==> config.mk <==
export PLATFORM = sky130hd
export DESIGN_NAME = id_ex_stage
export DESIGN_NICKNAME = d
export VERILOG_FILES = /design/src/rtl/id_ex_stage.sv
export SDC_FILE = /design/constraint.sdc
export NUM_CORES = 1
export LEC_CHECK = 0
export CORE_AREA = 2 2 165 167
export CTS_CLUSTER_DIAMETER = 80
export CTS_CLUSTER_SIZE = 24
export DETAILED_ROUTE_END_ITERATION = 7
export DIE_AREA = 0 0 167 169
export MAX_ROUTING_LAYER = met4
export SLEW_MARGIN = 20
export SYNTH_ARGS = -nofsm -noshare
export SYNTH_HDL_FRONTEND = slang
export SYNTH_SLANG_ARGS = --single-unit
==> constraint.sdc <==
create_clock -name clk -period 2.7 [get_ports clk]
set_clock_uncertainty 0.15 [all_clocks]
set_input_delay 0.27 -clock clk [delete_from_list [all_inputs] [get_ports clk]]
set_output_delay 0.27 -clock clk [all_outputs]
set_load 0.005 [all_outputs]
==> src/rtl/id_ex_stage.sv <==
// RV32I decode stage: decode, immediate generation, operand bypass, hazard stall and the ID/EX register.
// Build option: define RV_ID_FORWARD_EN for EX/MEM/WB bypassing; otherwise any in-flight RAW hazard stalls.
module id_ex_stage #(
    parameter int unsigned XLEN      = 32,
    parameter logic [31:0] NOP_INSTR = 32'h0000_0013
) (
    input  logic            clk,
    input  logic            rst,
    input  logic            id_valid,
    input  logic [31:0]     id_pc,
    input  logic [31:0]     id_idata,
    output logic [4:0]      rs1_addr,
    output logic [4:0]      rs2_addr,
    input  logic [XLEN-1:0] rf_rv1,
    input  logic [XLEN-1:0] rf_rv2,
    input  logic [XLEN-1:0] ex_alu_result,
    input  logic [4:0]      mem_rd,
    input  logic            mem_regwrite,
    input  logic [XLEN-1:0] mem_result,
    input  logic [4:0]      wb_rd,
    input  logic            wb_regwrite,
    input  logic [XLEN-1:0] wb_result,
    input  logic            flush,
    output logic            stall,
    output logic            ex_valid,
    output logic [31:0]     ex_pc,
    output logic [31:0]     ex_idata,
    output logic [XLEN-1:0] ex_rv1,
    output logic [XLEN-1:0] ex_rv2,
    output logic [XLEN-1:0] ex_imm,
    output logic [4:0]      ex_rd,
    output logic            ex_regwrite,
    output logic            ex_memread
);

    localparam int unsigned REG_W = 5;
    localparam int unsigned OPC_W = 7;

    localparam logic [OPC_W-1:0] OP_LUI    = 7'b0110111;
    localparam logic [OPC_W-1:0] OP_AUIPC  = 7'b0010111;
    localparam logic [OPC_W-1:0] OP_JAL    = 7'b1101111;
    localparam logic [OPC_W-1:0] OP_JALR   = 7'b1100111;
    localparam logic [OPC_W-1:0] OP_BRANCH = 7'b1100011;
    localparam logic [OPC_W-1:0] OP_LOAD   = 7'b0000011;
    localparam logic [OPC_W-1:0] OP_STORE  = 7'b0100011;
    localparam logic [OPC_W-1:0] OP_IMM    = 7'b0010011;
    localparam logic [OPC_W-1:0] OP_REG    = 7'b0110011;

    logic [OPC_W-1:0] opcode;
    logic [REG_W-1:0] rs1;
    logic [REG_W-1:0] rs2;
    logic [REG_W-1:0] rd;
    logic             use_rs1;
    logic             use_rs2;
    logic             writes_rd;
    logic             is_load;
    logic [31:0]      imm;

    assign opcode   = id_idata[6:0];
    assign rs1      = id_idata[19:15];
    assign rs2      = id_idata[24:20];
    assign rd       = id_idata[11:7];
    assign rs1_addr = rs1;
    assign rs2_addr = rs2;

    // Source usage, writeback class and immediate format per opcode
    always_comb begin : decode
        use_rs1   = 1'b0;
        use_rs2   = 1'b0;
        writes_rd = 1'b0;
        is_load   = 1'b0;
        imm       = '0;
        case (opcode)
            OP_REG: begin
                use_rs1   = 1'b1;
                use_rs2   = 1'b1;
                writes_rd = 1'b1;
            end
            OP_STORE: begin
                use_rs1 = 1'b1;
                use_rs2 = 1'b1;
                imm     = {{20{id_idata[31]}}, id_idata[31:25], id_idata[11:7]};
            end
            OP_BRANCH: begin
                use_rs1 = 1'b1;
                use_rs2 = 1'b1;
                imm     = {{19{id_idata[31]}}, id_idata[31], id_idata[7],
                           id_idata[30:25], id_idata[11:8], 1'b0};
            end
            OP_IMM, OP_JALR: begin
                use_rs1   = 1'b1;
                writes_rd = 1'b1;
                imm       = {{20{id_idata[31]}}, id_idata[31:20]};
            end
            OP_LOAD: begin
                use_rs1   = 1'b1;
                writes_rd = 1'b1;
                is_load   = 1'b1;
                imm       = {{20{id_idata[31]}}, id_idata[31:20]};
            end
            OP_LUI, OP_AUIPC: begin
                writes_rd = 1'b1;
                imm       = {id_idata[31:12], 12'h000};
            end
            OP_JAL: begin
                writes_rd = 1'b1;
                imm       = {{11{id_idata[31]}}, id_idata[31], id_idata[19:12],
                             id_idata[20], id_idata[30:21], 1'b0};
            end
            default: ;
        endcase
    end

    // Source matches against each in-flight writer; x0 never matches
    logic ex_writes;
    logic rs1_ex;
    logic rs2_ex;
    logic rs1_mem;
    logic rs2_mem;
    logic hazard;

    assign ex_writes = ex_valid & ex_regwrite;
    assign rs1_ex    = use_rs1 && (rs1 != '0) && ex_writes && (ex_rd == rs1);
    assign rs2_ex    = use_rs2 && (rs2 != '0) && ex_writes && (ex_rd == rs2);
    assign rs1_mem   = use_rs1 && (rs1 != '0) && mem_regwrite && (mem_rd == rs1);
    assign rs2_mem   = use_rs2 && (rs2 != '0) && mem_regwrite && (mem_rd == rs2);

    logic [XLEN-1:0] op1;
    logic [XLEN-1:0] op2;

`ifdef RV_ID_FORWARD_EN
    logic rs1_wb;
    logic rs2_wb;
    logic ex_fwd_ok;

    assign rs1_wb    = use_rs1 && (rs1 != '0) && wb_regwrite && (wb_rd == rs1);
    assign rs2_wb    = use_rs2 && (rs2 != '0) && wb_regwrite && (wb_rd == rs2);
    assign ex_fwd_ok = ~ex_memread;
    assign hazard    = ex_memread & (rs1_ex | rs2_ex);

    // Youngest producer wins: EX, then MEM, then WB, then the regfile
    always_comb begin : bypass
        op1 = rf_rv1;
        op2 = rf_rv2;
        if (use_rs1) begin
            if (rs1 == '0)                op1 = '0;
            else if (rs1_ex && ex_fwd_ok) op1 = ex_alu_result;
            else if (rs1_mem)             op1 = mem_result;
            else if (rs1_wb)              op1 = wb_result;
        end
        if (use_rs2) begin
            if (rs2 == '0)                op2 = '0;
            else if (rs2_ex && ex_fwd_ok) op2 = ex_alu_result;
            else if (rs2_mem)             op2 = mem_result;
            else if (rs2_wb)              op2 = wb_result;
        end
    end
`else
    // No bypass: wait until the producer reaches WB, where the write-first regfile supplies it
    logic unused_bypass;

    assign unused_bypass = ^{ex_alu_result, mem_result, wb_rd, wb_regwrite, wb_result};
    assign hazard        = rs1_ex | rs2_ex | rs1_mem | rs2_mem;
    assign op1           = rf_rv1;
    assign op2           = rf_rv2;
`endif

    logic bubble;

    assign stall  = id_valid & ~flush & hazard;
    assign bubble = flush | stall | ~id_valid;

    // ID/EX pipeline register; reset and bubble load the same NOP state
    always_ff @(posedge clk) begin : id_ex_reg
        if (rst || bubble) begin
            ex_valid    <= 1'b0;
            ex_pc       <= '0;
            ex_idata    <= NOP_INSTR;
            ex_rv1      <= '0;
            ex_rv2      <= '0;
            ex_imm      <= '0;
            ex_rd       <= '0;
            ex_regwrite <= 1'b0;
            ex_memread  <= 1'b0;
        end else begin
            ex_valid    <= 1'b1;
            ex_pc       <= id_pc;
            ex_idata    <= id_idata;
            ex_rv1      <= op1;
            ex_rv2      <= op2;
            ex_imm      <= XLEN'(imm);
            ex_rd       <= writes_rd ? rd : '0;
            ex_regwrite <= writes_rd & (rd != '0);
            ex_memread  <= is_load;
        end
    end

endmodule

# Word level (Yosys, flattened, before mapping)
# Cells that the tools add are included.
# Widths: inputs -> output; s select.
[classes]
n_reduce_logical = 20
n_eq_ne = 13
n_bitwise = 12
mux = 6
[ops]
columns = ["cell", "count"]
rows = [
  ["$pmux 32 s5", 1],
  ["$eq 7x6->1 const B", 3],
  ["$eq 7x7->1 const B", 3],
  ["$eq 5x5->1", 4],
  ["$reduce_bool 5->1", 3],
  ["$eq 7x5->1 const B", 2],
  ["$logic_and 1x1->1", 10],
  ["$eq 7x2->1 const B", 1],
  ["$reduce_or 7->1", 1],
  ["$reduce_or 3->1", 2],
  ["$reduce_or 6->1", 1],
  ["$mux 1", 5],
  ["$or 1x1->1", 5],
  ["$and 1x1->1", 4],
  ["$reduce_or 2->1", 2],
  ["$not 1->1", 3],
  ["$logic_or 1x1->1", 1],
]
[word_totals]
inputBits = 240
word_cells = 60
ff_bits = 168

# Logic depth before layout (Yosys ltp)
# Gate-level depths: netlist of the first run.
[logic_depth]
ltp_word = 14
mapped_depth = 8
depth_no_buf = 5

# Worst setup path before layout of the first run
# Ideal clock, no wire load.
[synth_timing]
path_type = "input -> register"
from = "input id_idata[20]"
to = "register ex_imm[24]"
setup_ns = 0.116
n_path_buf = 3
cell_stages = 8
t_arrival_ns = 1.580
setup_slack_ns = 0.854
required_time_ns = 2.434
path_cell_list = "buf_2 -> xor2_1 -> nor4_1 -> a32o_1 -> a22oi_4 -> buf_4 -> buf_4 -> and3b_1"
[synth_between]
elab_chain_cells = 11
elab_cells_between_ends = 15
classes_between = "2 x eq/ne; 6 x bitwise; 7 x reduce/logical"
[synth_rtl]
columns = ["item", "line_no", "text"]
rows = [
  ["from (decl)", "11", "input logic [31:0] id_idata,"],
  ["$reduce_bool 5->1", "124, 126", ""],
  ["$logic_and 1x1->1", "124, 126", ""],
  ["$logic_and 1x1->1 (2 in a row)", "124", "assign rs2_ex = use_rs2 && (rs2 != '0) && ex_writes && (ex_rd == rs2);"],
  ["$or 1x1->1 (2 in a row)", "163", "assign hazard = rs1_ex | rs2_ex | rs1_mem | rs2_mem;"],
  ["$or 1x1->1 (*)", "163", ""],
  ["$and 1x1->1 (*)", "170", "assign stall = id_valid & ~flush & hazard;"],
  ["$or 1x1->1 (*) (2 in a row)", "171", "assign bubble = flush | stall | ~id_valid;"],
  ["$logic_or 1x1->1 (*)", "175", "if (rst || bubble) begin"],
  ["to (signal assigned)", "191", "ex_imm <= XLEN'(imm);"],
  ["to (decl)", "30", "output logic [XLEN-1:0] ex_imm,"],
]
# Every way passes the cells marked *; elsewhere a longest branch is shown, timed or not.
# A chain may end at the register's enable or synchronous reset.

# Final worst setup path of the first run
[layout_timing]
from = "input id_idata[16]"
to = "output stall"
[layout_between]
elab_chain_cells = 8
elab_cells_between_ends = 12
classes_between = "2 x eq/ne; 4 x bitwise; 6 x reduce/logical"
[layout_rtl]
columns = ["item", "line_no", "text"]
rows = [
  ["$reduce_bool 5->1", "123, 125", ""],
  ["$logic_and 1x1->1", "123, 125", ""],
  ["$logic_and 1x1->1 (2 in a row)", "123", "assign rs1_ex = use_rs1 && (rs1 != '0) && ex_writes && (ex_rd == rs1);"],
  ["$or 1x1->1", "163", ""],
  ["$or 1x1->1 (*) (2 in a row)", "163", ""],
  ["$and 1x1->1 (*)", "170", ""],
  ["to (decl)", "24", "output logic stall,"],
]
# Marked as above.

==> summary by stage, run 1 <==
Run status
The flow ran to the end, and the final reports show no timing, DRC or antenna violations.

Logic synthesis
The number of nets handed over by synthesis was 743. The share of the yosys chip area belonging to registers is 0.611. In this run, synthesis produced a sequential element count of roughly 170. The area share of the largest cell type after synthesis is 0.611. Counting distinct cell types in the post-synthesis netlist gives 33. After synthesis the cells add up to between 5000 and 6000 sq um.

The average footprint of a synthesized cell is approximately 11 sq um. The number of warnings printed during yosys synthesis is 0. In the post-synthesis netlist, the biggest area contributors are sky130_fd_sc_hd__dfxtp_1, sky130_fd_sc_hd__and3_1, sky130_fd_sc_hd__and3b_1. Synthesis produced a netlist whose cell count is 503. The largest total area in the synthesized netlist belongs to sky130_fd_sc_hd__dfxtp_1.

GRT
The initial antenna violation count was 6. Across every metal layer, demand over resource in global routing totals 0.141. Entering global routing, the biggest net connects a little over 80 pins. Global routing finished with a remaining overflow of 0. The wire length of the first global-routing pass is 29.4 mm.

The number of global-route vias before repair is 4889.

STA
The number of hold-slack violations in the final timing report came to 0. The fmax is 396 MHz. The clock period minus worst slack is ~2.5 ns. The minimum hold slack is roughly 0.26 ns. The post-layout worst setup margin is approximately 0.18 ns. The setup-violating endpoint count in the final report is 0. Setup repair after global routing left no endpoint under its margin. The actual slew at the worst max-slew pin is between 0.9 and 1 ns. Headroom to the max-slew limit came out at 0.354. The share of the clock period used by the worst path is 0.935. The final max-slew violation count is 0.

Die
The number of top-level design ports is 419. The floorplan step set the die height to 169 um. The initialized floorplan defines 60 standard-cell rows. The area of the die is 28200 sq um. The initial utilization of the core area, before any placement, comes to 0.208.

The placeable core region is 26500 sq um. In this run the horizontal extent of the chip is between 150 and 200 um.

Placed design
The post-placement worst setup slack is -0.147 ns. The total placed cells including tap cells is roughly 1100. In this run the tool buffered the top-level ports with around 320 buffer cells. Routability-driven placement finished with a final weighted congestion of roughly 0.84. The wire-length estimate of the detail-placed layout is 14.8 mm. The placed standard-cell area is just over 9000 sq um.

Final layout
The number of nets at the end of the flow is around 1100. The finished cells cover 9750 sq um. In the final layout, the share of cells above drive strength 1 is 0.0887.

Relative to the synthesized area, the layout overhead comes to 77.1%. The final instance count without filler cells is roughly 1200.

Clock tree
In this run the post-CTS setup repair buffer count came out at 0. In this run, CTS created clock tree buffers numbering 17. CTS saw 168 sinks. After clock tree synthesis, the clock-pin slew on the worst setup and hold paths is roughly 0.070 ns. The number of hold buffers added after CTS was 0. No sink is reached through more buffers than the 2 on the longest clock path. TritonCTS built the clock tree.

The clock latency on the worst-skew pair is approximately 0.42 ns. The cell chosen for the clock root is sky130_fd_sc_hd__clkbuf_16. The number of H-tree levels is 4.

Routing
The detailed router finished its first iteration with 199 violations. After detailed routing, the number of remaining DRC violations is 0. The remaining number of nets flagged by the antenna check after routing is 0. The number of vias per cell is about 4.1. In the final routed layout, each cell accounts on average for about 17 um. The number of vias after detailed routing is ~4900. The first TritonRoute pass finished after 4 iterations. The total detailed-routing wirelength is between 15 and 20 mm.

Worst setup path
For this run, the slowest stage of the critical path takes roughly 0.54 ns. Walking the worst path, the cells encountered are clkdlybuf4s50_1 -> or4_1 -> nor2_1 -> buf_4 -> nor3_1 -> a22oi_4 -> nor2_1 -> dlygate4sd2_1. The worst setup path is launched from an input pin. The critical path is of the input pin to output pin type. The arrival time of data at the critical path endpoint is around 2.1 ns. The maximum net fanout on the critical path is 3. The worst setup path is captured at an output pin.

The most common cell type on the critical path is sky130_fd_sc_hd__nor2_1. The critical path data required time is roughly 2.3 ns. The slowest stage cell on the critical path is sky130_fd_sc_hd__or4_1.

Pwr
The worst supply voltage drop on vdd is about 0.35 mV. For this design the ratio of total power to cell area is 563 nW/um^2. The total design power is 0.00548 W.

In this run the static leakage power is 4.27 nW.

Worst hold path
The path class of the lowest-slack min-delay path is input pin to flip-flop.

Flow run
The max-cap check violation count is 0.
report_power, final:
| part | switching [W] | internal [W] | total, W | leakage (nW) |
|---|---|---|---|---|
| clock | 0.00110 | 0.00132 | 0.00242 | 0.272 |
| sequential | 0.0000138 | 0.00253 | 0.00254 | 1.36 |
| combinational | 0.000174 | 0.000350 | 0.000524 | 2.64 |
routing by layer:
metal | GRT usage | up-vias | routed length [um]
met4 | 0.0555 | 0 | 478
li1 | - | 2396 | -
met5 | - | - | 0
met1 | 0.169 | 2241 | 8620
met2 | 0.213 | 224 | 8890
met3 | 0.0542 | 26 | 1790
per-stage QoR:
stage	TNS, ns	utilization
4_1_cts	0	0.367
5_1_grt	0	0.368
6_report	0	0.368
3_3_place_gp	-0.326	0.346
3_5_place_dp	-1.04	0.346
2_1_floorplan	0	-
critical path, delay by kind of cell:
kind	cells	cell delay [ns]
buffers and inverters	3	0.86
AOI/OAI and AO/OA	1	0.18
and+or+nand+nor	4	0.80
layout by cell type, fill, tap and decap left out, types with 6 or more instances in the layout:
cell                              count
sky130_fd_sc_hd__clkdlybuf4s50_1    314
sky130_fd_sc_hd__dfxtp_1            168
sky130_fd_sc_hd__and3_1             131
sky130_fd_sc_hd__buf_4               32
sky130_fd_sc_hd__a21oi_1             24
sky130_fd_sc_hd__and3b_1             19
sky130_fd_sc_hd__xor2_1              18
sky130_fd_sc_hd__clkbuf_16           17
sky130_fd_sc_hd__and4_1              14
sky130_fd_sc_hd__nor2_1              11
sky130_fd_sc_hd__nand2_1              8
sky130_fd_sc_hd__diode_2              6
sky130_fd_sc_hd__and2_1               6
sky130_fd_sc_hd__o21ai_0              6
sky130_fd_sc_hd__inv_6                6
sky130_fd_sc_hd__buf_12               6
cell type report:
cell class | count | area [sq um]
fillers | 2616 | 16800
repair buffers | 354 | 3520
flip-flops and latches | 168 | 3360
multi-input cells | 278 | 1840
clock buffers | 18 | 439
well taps | 341 | 427
clock inverters | 14 | 134
diodes | 6 | 15.0
inverters | 2 | 7.51
logic make-up (layout without fill, tap and decap cells):
| logic type | Yosys count | count (layout) | share of synthesized area |
|---|---|---|---|
| simple gates | 215 | 215 | 0.250 |
| flops | 168 | 168 | 0.611 |
| buf+inv | 57 | 388 | 0.0559 |
| compound gates | 43 | 43 | 0.0512 |
| xor+xnor | 20 | 20 | 0.0318 |
| other cells | 0 | 6 | 0 |
final timing paths:
path           startpoint     endpoint  slack (ns)  cells past startpoint
max          id_idata[16]        stall        0.18                      8
min reg2reg      ex_rd[3]  ex_idata[4]        0.97                      6
max reg2reg      ex_rd[0]  ex_idata[8]        0.64                      7
min            rf_rv1[27]   ex_rv1[27]        0.26                      2
Yosys cell counts:
library cell                instances
sky130_fd_sc_hd__clkbuf_1          24
sky130_fd_sc_hd__nor3_2             1
sky130_fd_sc_hd__o21a_1             1
sky130_fd_sc_hd__xor2_1            18
sky130_fd_sc_hd__o21ai_0            6
sky130_fd_sc_hd__xnor2_1            2
sky130_fd_sc_hd__and4_1            14
sky130_fd_sc_hd__clkbuf_2           1
sky130_fd_sc_hd__o2111a_1           2
sky130_fd_sc_hd__and3b_1           19
sky130_fd_sc_hd__nor2_1            12
sky130_fd_sc_hd__dfxtp_1          168
sky130_fd_sc_hd__buf_2              8
sky130_fd_sc_hd__a22o_1             4
sky130_fd_sc_hd__and2_1             6
sky130_fd_sc_hd__and3_1           131
sky130_fd_sc_hd__nor3b_1            1
sky130_fd_sc_hd__nand2_1            8
sky130_fd_sc_hd__a32o_1             3
sky130_fd_sc_hd__nor4_1             5
sky130_fd_sc_hd__o2111ai_1          1
sky130_fd_sc_hd__buf_4             22
sky130_fd_sc_hd__or3_1              2
sky130_fd_sc_hd__inv_1              2
sky130_fd_sc_hd__nand3_1            5
sky130_fd_sc_hd__nand4_1            2
sky130_fd_sc_hd__nor3_1             3
sky130_fd_sc_hd__or4_1              2
sky130_fd_sc_hd__a22oi_4            1
sky130_fd_sc_hd__a31oi_1            1
sky130_fd_sc_hd__nand2b_1           3
sky130_fd_sc_hd__nor2b_1            1
sky130_fd_sc_hd__a21oi_1           24
registers in the layout, indices dropped and copies added (netlist names):
| name | cells |
|---|---|
| ex_idata | 32 |
| ex_imm | 32 |
| ex_pc | 32 |
| ex_rv1 | 32 |
| ex_rv2 | 32 |
| ex_rd | 5 |
| ex_memread | 1 |
| ex_regwrite | 1 |
| ex_valid | 1 |
what timing repair did:
item / CTS / global route
resized for setup: 3 / 0
endpoints found under the setup margin: 1 / 0
hold endpoints to repair: 0 / 0
Power figures use the tool's default switching activity.
==> inputs of run 2 (changes only) <==
CTS_CLUSTER_SIZE = 16   (was 24)
==> results of run 2 <==
The final DEF is identical to that of run 1; final timing and power are the same.
